## src/rtl/video_pkg.sv

```systemverilog
// video_pkg: shared video pipeline types, default timing and RGB565 colour-bar constants
package video_pkg;
  typedef enum logic [1:0] {WAIT_VSYNC, SKIP, CAPTURE} cap_state_t;
  localparam int H_ACTIVE_DEF = 640;
  localparam int V_ACTIVE_DEF = 480;
  localparam logic [15:0] RGB_WHITE   = 16'hFFFF;
  localparam logic [15:0] RGB_YELLOW  = 16'hFFE0;
  localparam logic [15:0] RGB_CYAN    = 16'h07FF;
  localparam logic [15:0] RGB_GREEN   = 16'h07E0;
  localparam logic [15:0] RGB_MAGENTA = 16'hF81F;
  localparam logic [15:0] RGB_RED     = 16'hF800;
  localparam logic [15:0] RGB_BLUE    = 16'h001F;
  localparam logic [15:0] RGB_BLACK   = 16'h0000;
  // Index 0 is the leftmost bar (white).
  localparam logic [7:0][15:0] COLOR_BARS = {RGB_BLACK, RGB_BLUE, RGB_RED, RGB_MAGENTA,
                                             RGB_GREEN, RGB_CYAN, RGB_YELLOW, RGB_WHITE};
endpackage

```

## src/rtl/dvp_byte_pair.sv

```systemverilog
// dvp_byte_pair: registers the DVP bus, detects vsync/href edges and pairs bytes into RGB565 words
// Ports: clock/reset (async, active-high); cam_vsync, cam_href, cam_data from the sensor;
// vs_fall/vs_rise frame start/end, href_fall line end, word_valid/word completed pixel.
module dvp_byte_pair #(
  parameter bit VSYNC_ACTIVE_HIGH = 1'b1
) (
  input  logic        clock,
  input  logic        reset,
  input  logic        cam_vsync,
  input  logic        cam_href,
  input  logic [7:0]  cam_data,
  output logic        vs_fall,
  output logic        vs_rise,
  output logic        href_fall,
  output logic        word_valid,
  output logic [15:0] word
);
  logic vs_q, vs_d, href_q, href_d, phase;
  logic [7:0] data_q, byte0;
  // vs reset to blanking so a sensor already in blanking produces no spurious frame end
  always_ff @(posedge clock or posedge reset) begin
    if (reset) begin
      vs_q   <= 1'b1;
      vs_d   <= 1'b1;
      href_q <= 1'b0;
      href_d <= 1'b0;
      phase  <= 1'b0;
      data_q <= '0;
      byte0  <= '0;
    end else begin
      vs_q   <= cam_vsync ~^ VSYNC_ACTIVE_HIGH;
      vs_d   <= vs_q;
      href_q <= cam_href;
      href_d <= href_q;
      data_q <= cam_data;
      phase  <= href_q & ~phase;
      if (href_q & ~phase) byte0 <= data_q;
    end
  end
  assign vs_fall    = vs_d & ~vs_q;
  assign vs_rise    = ~vs_d & vs_q;
  assign href_fall  = href_d & ~href_q;
  assign word_valid = href_q & phase;
  assign word       = {byte0, data_q};
endmodule

```

## src/rtl/ov5640_dvp_capture.sv

```systemverilog
// ov5640_dvp_capture: OV5640 DVP capture writing RGB565 pixels into the async pixel FIFO
// Ports: clock (PCLK), reset (async, active-high); cam_vsync/cam_href/cam_data sensor bus;
// full_fifo write-side full flag; clear_status clears sticky flags; fifo_write_en/fifo_data_out
// FIFO write port; frame_start, capturing, overflow, frame_error, frame_count status.
// Define CAPTURE_TEST_PATTERN_EN to replace captured pixels with 8 vertical colour bars.
module ov5640_dvp_capture
  import video_pkg::*;
#(
  parameter int H_ACTIVE          = H_ACTIVE_DEF,
  parameter int V_ACTIVE          = V_ACTIVE_DEF,
  parameter int SKIP_FRAMES       = 2,
  parameter bit VSYNC_ACTIVE_HIGH = 1'b1
) (
  input  logic        clock,
  input  logic        reset,
  input  logic        cam_vsync,
  input  logic        cam_href,
  input  logic [7:0]  cam_data,
  input  logic        full_fifo,
  input  logic        clear_status,
  output logic        fifo_write_en,
  output logic [15:0] fifo_data_out,
  output logic        frame_start,
  output logic        capturing,
  output logic        overflow,
  output logic        frame_error,
  output logic [15:0] frame_count
);
  cap_state_t state;
  logic [15:0] skip_cnt, word, pix_word;
  logic [10:0] pix;
  logic [9:0] lines;
  logic vs_fall, vs_rise, href_fall, word_valid;
  logic skip_done, start_ev, in_cap, wr, drop, line_err, frame_err_ev;
  dvp_byte_pair #(.VSYNC_ACTIVE_HIGH(VSYNC_ACTIVE_HIGH)) u_pair (
    .clock(clock), .reset(reset), .cam_vsync(cam_vsync), .cam_href(cam_href), .cam_data(cam_data),
    .vs_fall(vs_fall), .vs_rise(vs_rise), .href_fall(href_fall), .word_valid(word_valid), .word(word)
  );
`ifdef CAPTURE_TEST_PATTERN_EN
  assign pix_word = COLOR_BARS[pix[9:7]];
`else
  assign pix_word = word;
`endif
  assign in_cap       = state == CAPTURE;
  assign skip_done    = state == SKIP && skip_cnt >= 16'(SKIP_FRAMES);
  // The frame start that leaves SKIP is already the first captured frame.
  assign start_ev     = vs_fall && (in_cap || skip_done);
  assign wr           = in_cap && word_valid && !full_fifo;
  assign drop         = in_cap && word_valid && full_fifo;
  assign line_err     = in_cap && href_fall && pix != 11'(H_ACTIVE);
  assign frame_err_ev = in_cap && vs_rise && lines != 10'(V_ACTIVE);
  assign frame_start  = start_ev;
  assign capturing    = in_cap;
  always_ff @(posedge clock or posedge reset) begin
    if (reset) begin
      state         <= WAIT_VSYNC;
      skip_cnt      <= '0;
      pix           <= '0;
      lines         <= '0;
      fifo_write_en <= 1'b0;
      fifo_data_out <= '0;
      overflow      <= 1'b0;
      frame_error   <= 1'b0;
      frame_count   <= '0;
    end else begin
      state         <= start_ev ? CAPTURE : (state == WAIT_VSYNC && vs_rise) ? SKIP : state;
      skip_cnt      <= state == WAIT_VSYNC ? '0 : (state == SKIP && vs_rise && !skip_done) ? skip_cnt + 16'd1 : skip_cnt;
      fifo_write_en <= wr;
      if (wr) fifo_data_out <= pix_word;
      overflow      <= drop | (overflow & ~clear_status);
      frame_error   <= line_err | frame_err_ev | (frame_error & ~clear_status);
      if (start_ev) begin
        pix         <= '0;
        lines       <= '0;
        frame_count <= frame_count + 16'd1;
      end else if (in_cap && href_fall) begin
        pix   <= '0;
        lines <= lines + 10'(lines != '1);
      end else if (in_cap && word_valid) begin
        pix <= pix + 11'(pix != '1);
      end
    end
  end
endmodule

```

## config.mk

```make
export PLATFORM = sky130hd
export DESIGN_NAME = ov5640_dvp_capture
export DESIGN_NICKNAME = d
export VERILOG_FILES = /design/src/rtl/video_pkg.sv /design/src/rtl/dvp_byte_pair.sv /design/src/rtl/ov5640_dvp_capture.sv
export SDC_FILE = /design/constraint.sdc
export NUM_CORES = 1
export LEC_CHECK = 0
export ABC_AREA = 0
export CAP_MARGIN = 20
export CORE_ASPECT_RATIO = 0.7
export CORE_MARGIN = 1.5
export CORE_UTILIZATION = 54
export DETAILED_ROUTE_END_ITERATION = 8
export GPL_TIMING_DRIVEN = 0
export PLACE_DENSITY = 0.9
export SYNTH_ARGS = -nofsm -noshare
export SYNTH_HDL_FRONTEND = slang
export SYNTH_SLANG_ARGS = --single-unit
```

## constraint.sdc

```tcl
create_clock -name clock -period 3.4 [get_ports clock]
set_clock_uncertainty 0.15 [all_clocks]
set_input_delay 0.51 -clock clock [delete_from_list [all_inputs] [get_ports clock]]
set_output_delay 0.51 -clock clock [all_outputs]
set_load 0.01 [all_outputs]
```

[Word-level counts from Yosys, hierarchy flattened]
Cells that the tools add are included.
Storage, ports and cells
  word-level logic and storage cells: 71
  input port bits: 14
  output and inout bits: 37
  register bits after elaboration: 95
Cells by class
  bitwise gates (word level): 15
  eq/ne operators: 6
  magnitude comparators: 1
  muxes and demuxes: 9
  reduce and logical (&&, ||, !) cells: 20
  $add $sub $neg: 4
Operators by type and width (number)
  $mux 11: 3
  $add 16x1->16 const B: 2
  $mux 16: 2
  $mux 10: 2
  $ge 16x2->1 const B: 1
  $logic_and 1x1->1: 12
  $add 11x1->11: 1
  $ne 11x10->1 const B: 1
  $ne 11x11->1 const B: 1
  $add 10x1->10: 1
  $ne 10x10->1 const B: 1
  $ne 10x9->1 const B: 1
  $and 1x1->1: 7
  $reduce_bool 2->1: 3
  $not 1->1: 5
  $mux 2: 2
  $or 1x1->1: 3
  $reduce_bool 3->1: 1
  $eq 2x1->1 const B: 1
  $eq 2x2->1 const B: 1
  $logic_not 1->1: 2
  $logic_not 2->1: 1
  $logic_or 1x1->1: 1

[Depth between registers and ports, before layout]
  word-level depth: 6
  depth in mapped cells: 10
  gate-level depth less buffers: 10

[By module]
From an unflattened synthesis, not the netlist that was laid out.
Unflattened totals
  cells, all modules: 334
  area total of the unflattened synthesis: 4105.2 um^2
Modules (own cells, without submodules)
  ov5640_dvp_capture: area each 3390.8 um^2, instances 1, cells an instance 298, sequential area each 1851.8 um^2
  dvp_byte_pair: area each 714.4 um^2, instances 1, cells an instance 36, sequential area each 528.0 um^2

[Worst setup path before layout]
No wires, ideal clock.
  path kind: flip-flop to output port
  start: reg skip_cnt[0]
  end: out frame_start
  data required time: 2.740 ns
  path buffers: 2
  cell stages (with the launch flop): 9
  arrival time: 1.626 ns
  setup slack: 1.114 ns
  cell sequence: dfrtp_1 -> inv_1 -> ha_1 -> nor4_1 -> nand4_1 -> a22oi_4 -> inv_2 -> buf_6 -> buf_6
Between the ends
  cells in the longest elaborated chain, start to end: 4
RTL lines
  from (decl): RTL line ov5640_dvp_capture.sv:30  | logic [15:0] skip_cnt, word, pix_word;
  from (signal assigned): RTL line ov5640_dvp_capture.sv:67  | skip_cnt <= state == WAIT_VSYNC ? '0 : (state == SKIP && vs_rise && !skip_done) ? skip_cnt + 16'd1 : skip_cnt;
  $ge 16x2->1: RTL line ov5640_dvp_capture.sv:45  | assign skip_done = state == SKIP && skip_cnt >= 16'(SKIP_FRAMES);
  $logic_and 1x1->1: RTL line ov5640_dvp_capture.sv:45
  $logic_or 1x1->1: RTL line ov5640_dvp_capture.sv:47  | assign start_ev = vs_fall && (in_cap || skip_done);
  $logic_and 1x1->1: RTL line ov5640_dvp_capture.sv:47
  to (decl): RTL line ov5640_dvp_capture.sv:23  | output logic frame_start,
Every way passes these cells.

[Final worst setup path]
Ends and elaborated chain as after synthesis.

==> flow_summary.ini <==
[run_status]
outcome = finished, final reports clean

[synth]
synthTopCellsByCount = dfrtp_1 (93), mux2_2 (24), nor2_1 (22)
synth_top_area_cell = dfrtp_1
synth_top_cell_area_share_pct = 59.9
syn-num-nets = 335
synth_area_leaders = dfrtp_1 (60%), mux2_2 (7.0%), xnor2_1 (4.1%)
ys_seq_area_share_pct = 61.2
yosysWarnings = 0
yosysUniqueCellTypes = 37
synth_edf_count = 0
syn_area_per_cell_um2 = 12.4
ys_seq_elements = 95
synthArstFlopShare_pct = 100
ys.flop_type = dfrtp_1
synth_most_common_cell = dfrtp_1
synthesis.area_mm2 = 0.00389
synthCells = 314

[cts]
clkTransAtPathRegs_ns = 0.09
cts_sinks = 95
cts-buffers-inserted = 9
cts_buffer_depth = 2
cts_tree = yes
htreeDepth = 3
post_cts_resize_count = 0
cts_root_buf = clkbuf_8
clkLatencyLatePin_ns = 0.36
hold_buffers = 0

[power_and_ir_drop]
p_per_area_mw_per_mm2 = 577
max-vdd-ir-drop_uv = 400
p_total_mw = 2.73
p_leak_nw = 2.11

[critical_path]
startpoint_type = register
r2r_start = skip_cnt[0]
cp_data_required_time_ns = 2.74
crit_type = reg -> out
cp.arrival_ns = 2.64
cp-end-kind = output port
rr_endpoint = pix[0]
worstPathMaxFanout = 10
r2r_setup_slack_ns = 0.99
ff2ff_path_depth = 10

[final_layout]
diodes = 0
area_delta_synth_final_pct = 21.6
final_nets = 400
layout-drive-gt1-share_pct = 14.4
post-route-util_pct = 69.0
fin_area_mm2 = 0.00473

[global_route]
antenna_found_initial = 0
grt_max_degree = 52
grt_pass1_vias = 2613
grt_pass1_wl_um = 12600
grtUsageTotal_pct = 21.4
overflow = 0

[sta]
worstMarginPinSlew_ns = 0.701
worst_slack_ns = 0.100
slew_headroom_pct = 52.6
max_freq_ghz = 0.303
post-route-period-util_pct = 97.1
finalCriticalPeriod_ns = 3.30
setup_viol = 0
rsz0062_at_grt = no
hold_viol = 0
maxSlewViolCount = 0

[detailed_routing]
wire_per_inst_um = 16.1
vias = 2541
drtPass1Iterations = 4
routed_wl_um = 7680
drc = 0
drt_iter0_markers = 117
viasPerCell = 5.33
drtAntennaViolNets = 0

[place]
gp_congestion = 0.871
dp_hpwl_um = 5090
portBuffers = 50
place_area_mm2 = 0.00453
pre_cts_ws_ns = 0.358

[min_path]
holdPathEnd = u_pair.vs_d
hp-class = reg -> reg
holdPathStages = 0
hold_start = u_pair.vs_q

[floorplan]
num_rows = 25
start_util_pct = 56.7
core_mm2 = 0.00685
die_y_um = 74.0
pin_count = 51
die_w_um = 104
die_area_mm2 = 0.00772

[flow_run]
maxCapViolCount = 0
==> layout by cell type (no fill, tap or decap), types with 7 or more instances in the layout <==
master | Yosys | layout
nor2b_1 | 17 | 17
clkbuf_8 | 0 | 9
nand2_1 | 19 | 19
dfrtp_1 | 93 | 93
clkdlybuf4s50_1 | 0 | 50
ha_1 | 7 | 7
xor2_1 | 14 | 14
inv_1 | 10 | 9
mux2_2 | 24 | 24
nor4_1 | 7 | 7
xnor2_1 | 18 | 18
nand4_1 | 18 | 18
nor2_1 | 22 | 22
nand3_1 | 8 | 8
==> metrics by stage <==
step | cells | hold WS (ns) | setup TNS, ns
after detailed placement | 459 | 0.221 | 0
after floorplan | 314 | 0.211 | 0
final | 477 | 0.238 | 0
after CTS | 475 | 0.233 | 0
after global routing | 477 | 0.239 | 0
after global placement | 458 | 0.218 | -90.50
==> registers in the layout, summed over array words and instances, names as in the netlist, 2 cells and up <==
name / flops
fifo_data_out: 16
frame_count: 16
skip_cnt: 16
pix: 11
lines: 10
u_pair.byte0: 8
u_pair.data_q: 8
state: 2
==> metal layers <==
metal / GRT usage (%) / routed length [um]
met1: 26.9 / 3420
met2: 36.8 / 3770
met3: 6.40 / 391
met4: 6.33 / 99
met5: 0 / 0
==> critical path: stages, from the launching register on <==
cell	delay, ns
dfrtp_1	0.40
inv_1	0.06
ha_1	0.19
nor4_1	0.24
nand4_1	0.23
a22oi_4	0.28
inv_2	0.11
buf_6	0.16
buf_6	0.14
clkdlybuf4s50_1	0.47
==> power breakdown <==
| group | leakage, nW | total [mW] | switching, mW | internal (mW) |
|---|---|---|---|---|
| registers | 1.23 | 1.42 | 0.131 | 1.29 |
| clock network | 0.0899 | 0.682 | 0.406 | 0.276 |
| logic | 0.793 | 0.624 | 0.259 | 0.365 |
| total | 2.11 | 2.73 | 0.797 | 1.93 |
==> cell type report <==
type                    instances  area [um^2]
fillers                       461         2120
plain buffers                  10         58.8
clock buffers                   9          124
inverters                      11         43.8
well taps                      94          118
clock inverters                 6         52.6
flip-flops and latches         95         2380
repair buffers                 54          543
multi-input cells             198         1410
==> repair_timing <==
item	CTS	global route
setup endpoints to repair	1	1
pin swaps	1	1
setup buffers	1	2
endpoints found under the hold margin	0	0
cloned	0	0
==> cells by family (layout without fill, tap and decap cells) <==
logic type	count (synthesis)	count (layout)	synth area share [%]
flip-flops	95	95	61.2
AO/OA/AOI/OAI	11	11	1.90
buffers and inverters	21	90	2.58
adder cells (fa/ha/maj)	7	7	2.25
AND/OR/NAND/NOR	121	121	17.1
XOR/XNOR	32	32	7.21
multiplexers	27	27	7.73
==> how the worst max path moves through the flow <==
stage | from | endpoint | slack [ns] | cells after the start
final | skip_cnt[0] | frame_start | 0.10 | 9
after global routing | skip_cnt[0] | frame_start | 0.01 | 9
after CTS | skip_cnt[0] | frame_start | 0.06 | 9
after detailed placement | skip_cnt[0] | frame_start | 0.36 | 9
after global placement | reset | fifo_data_out[0] | -0.97 | 2
after floorplan | reset | fifo_data_out[0] | 0.27 | 1
No activity file was read; power rests on OpenSTA's default activity.
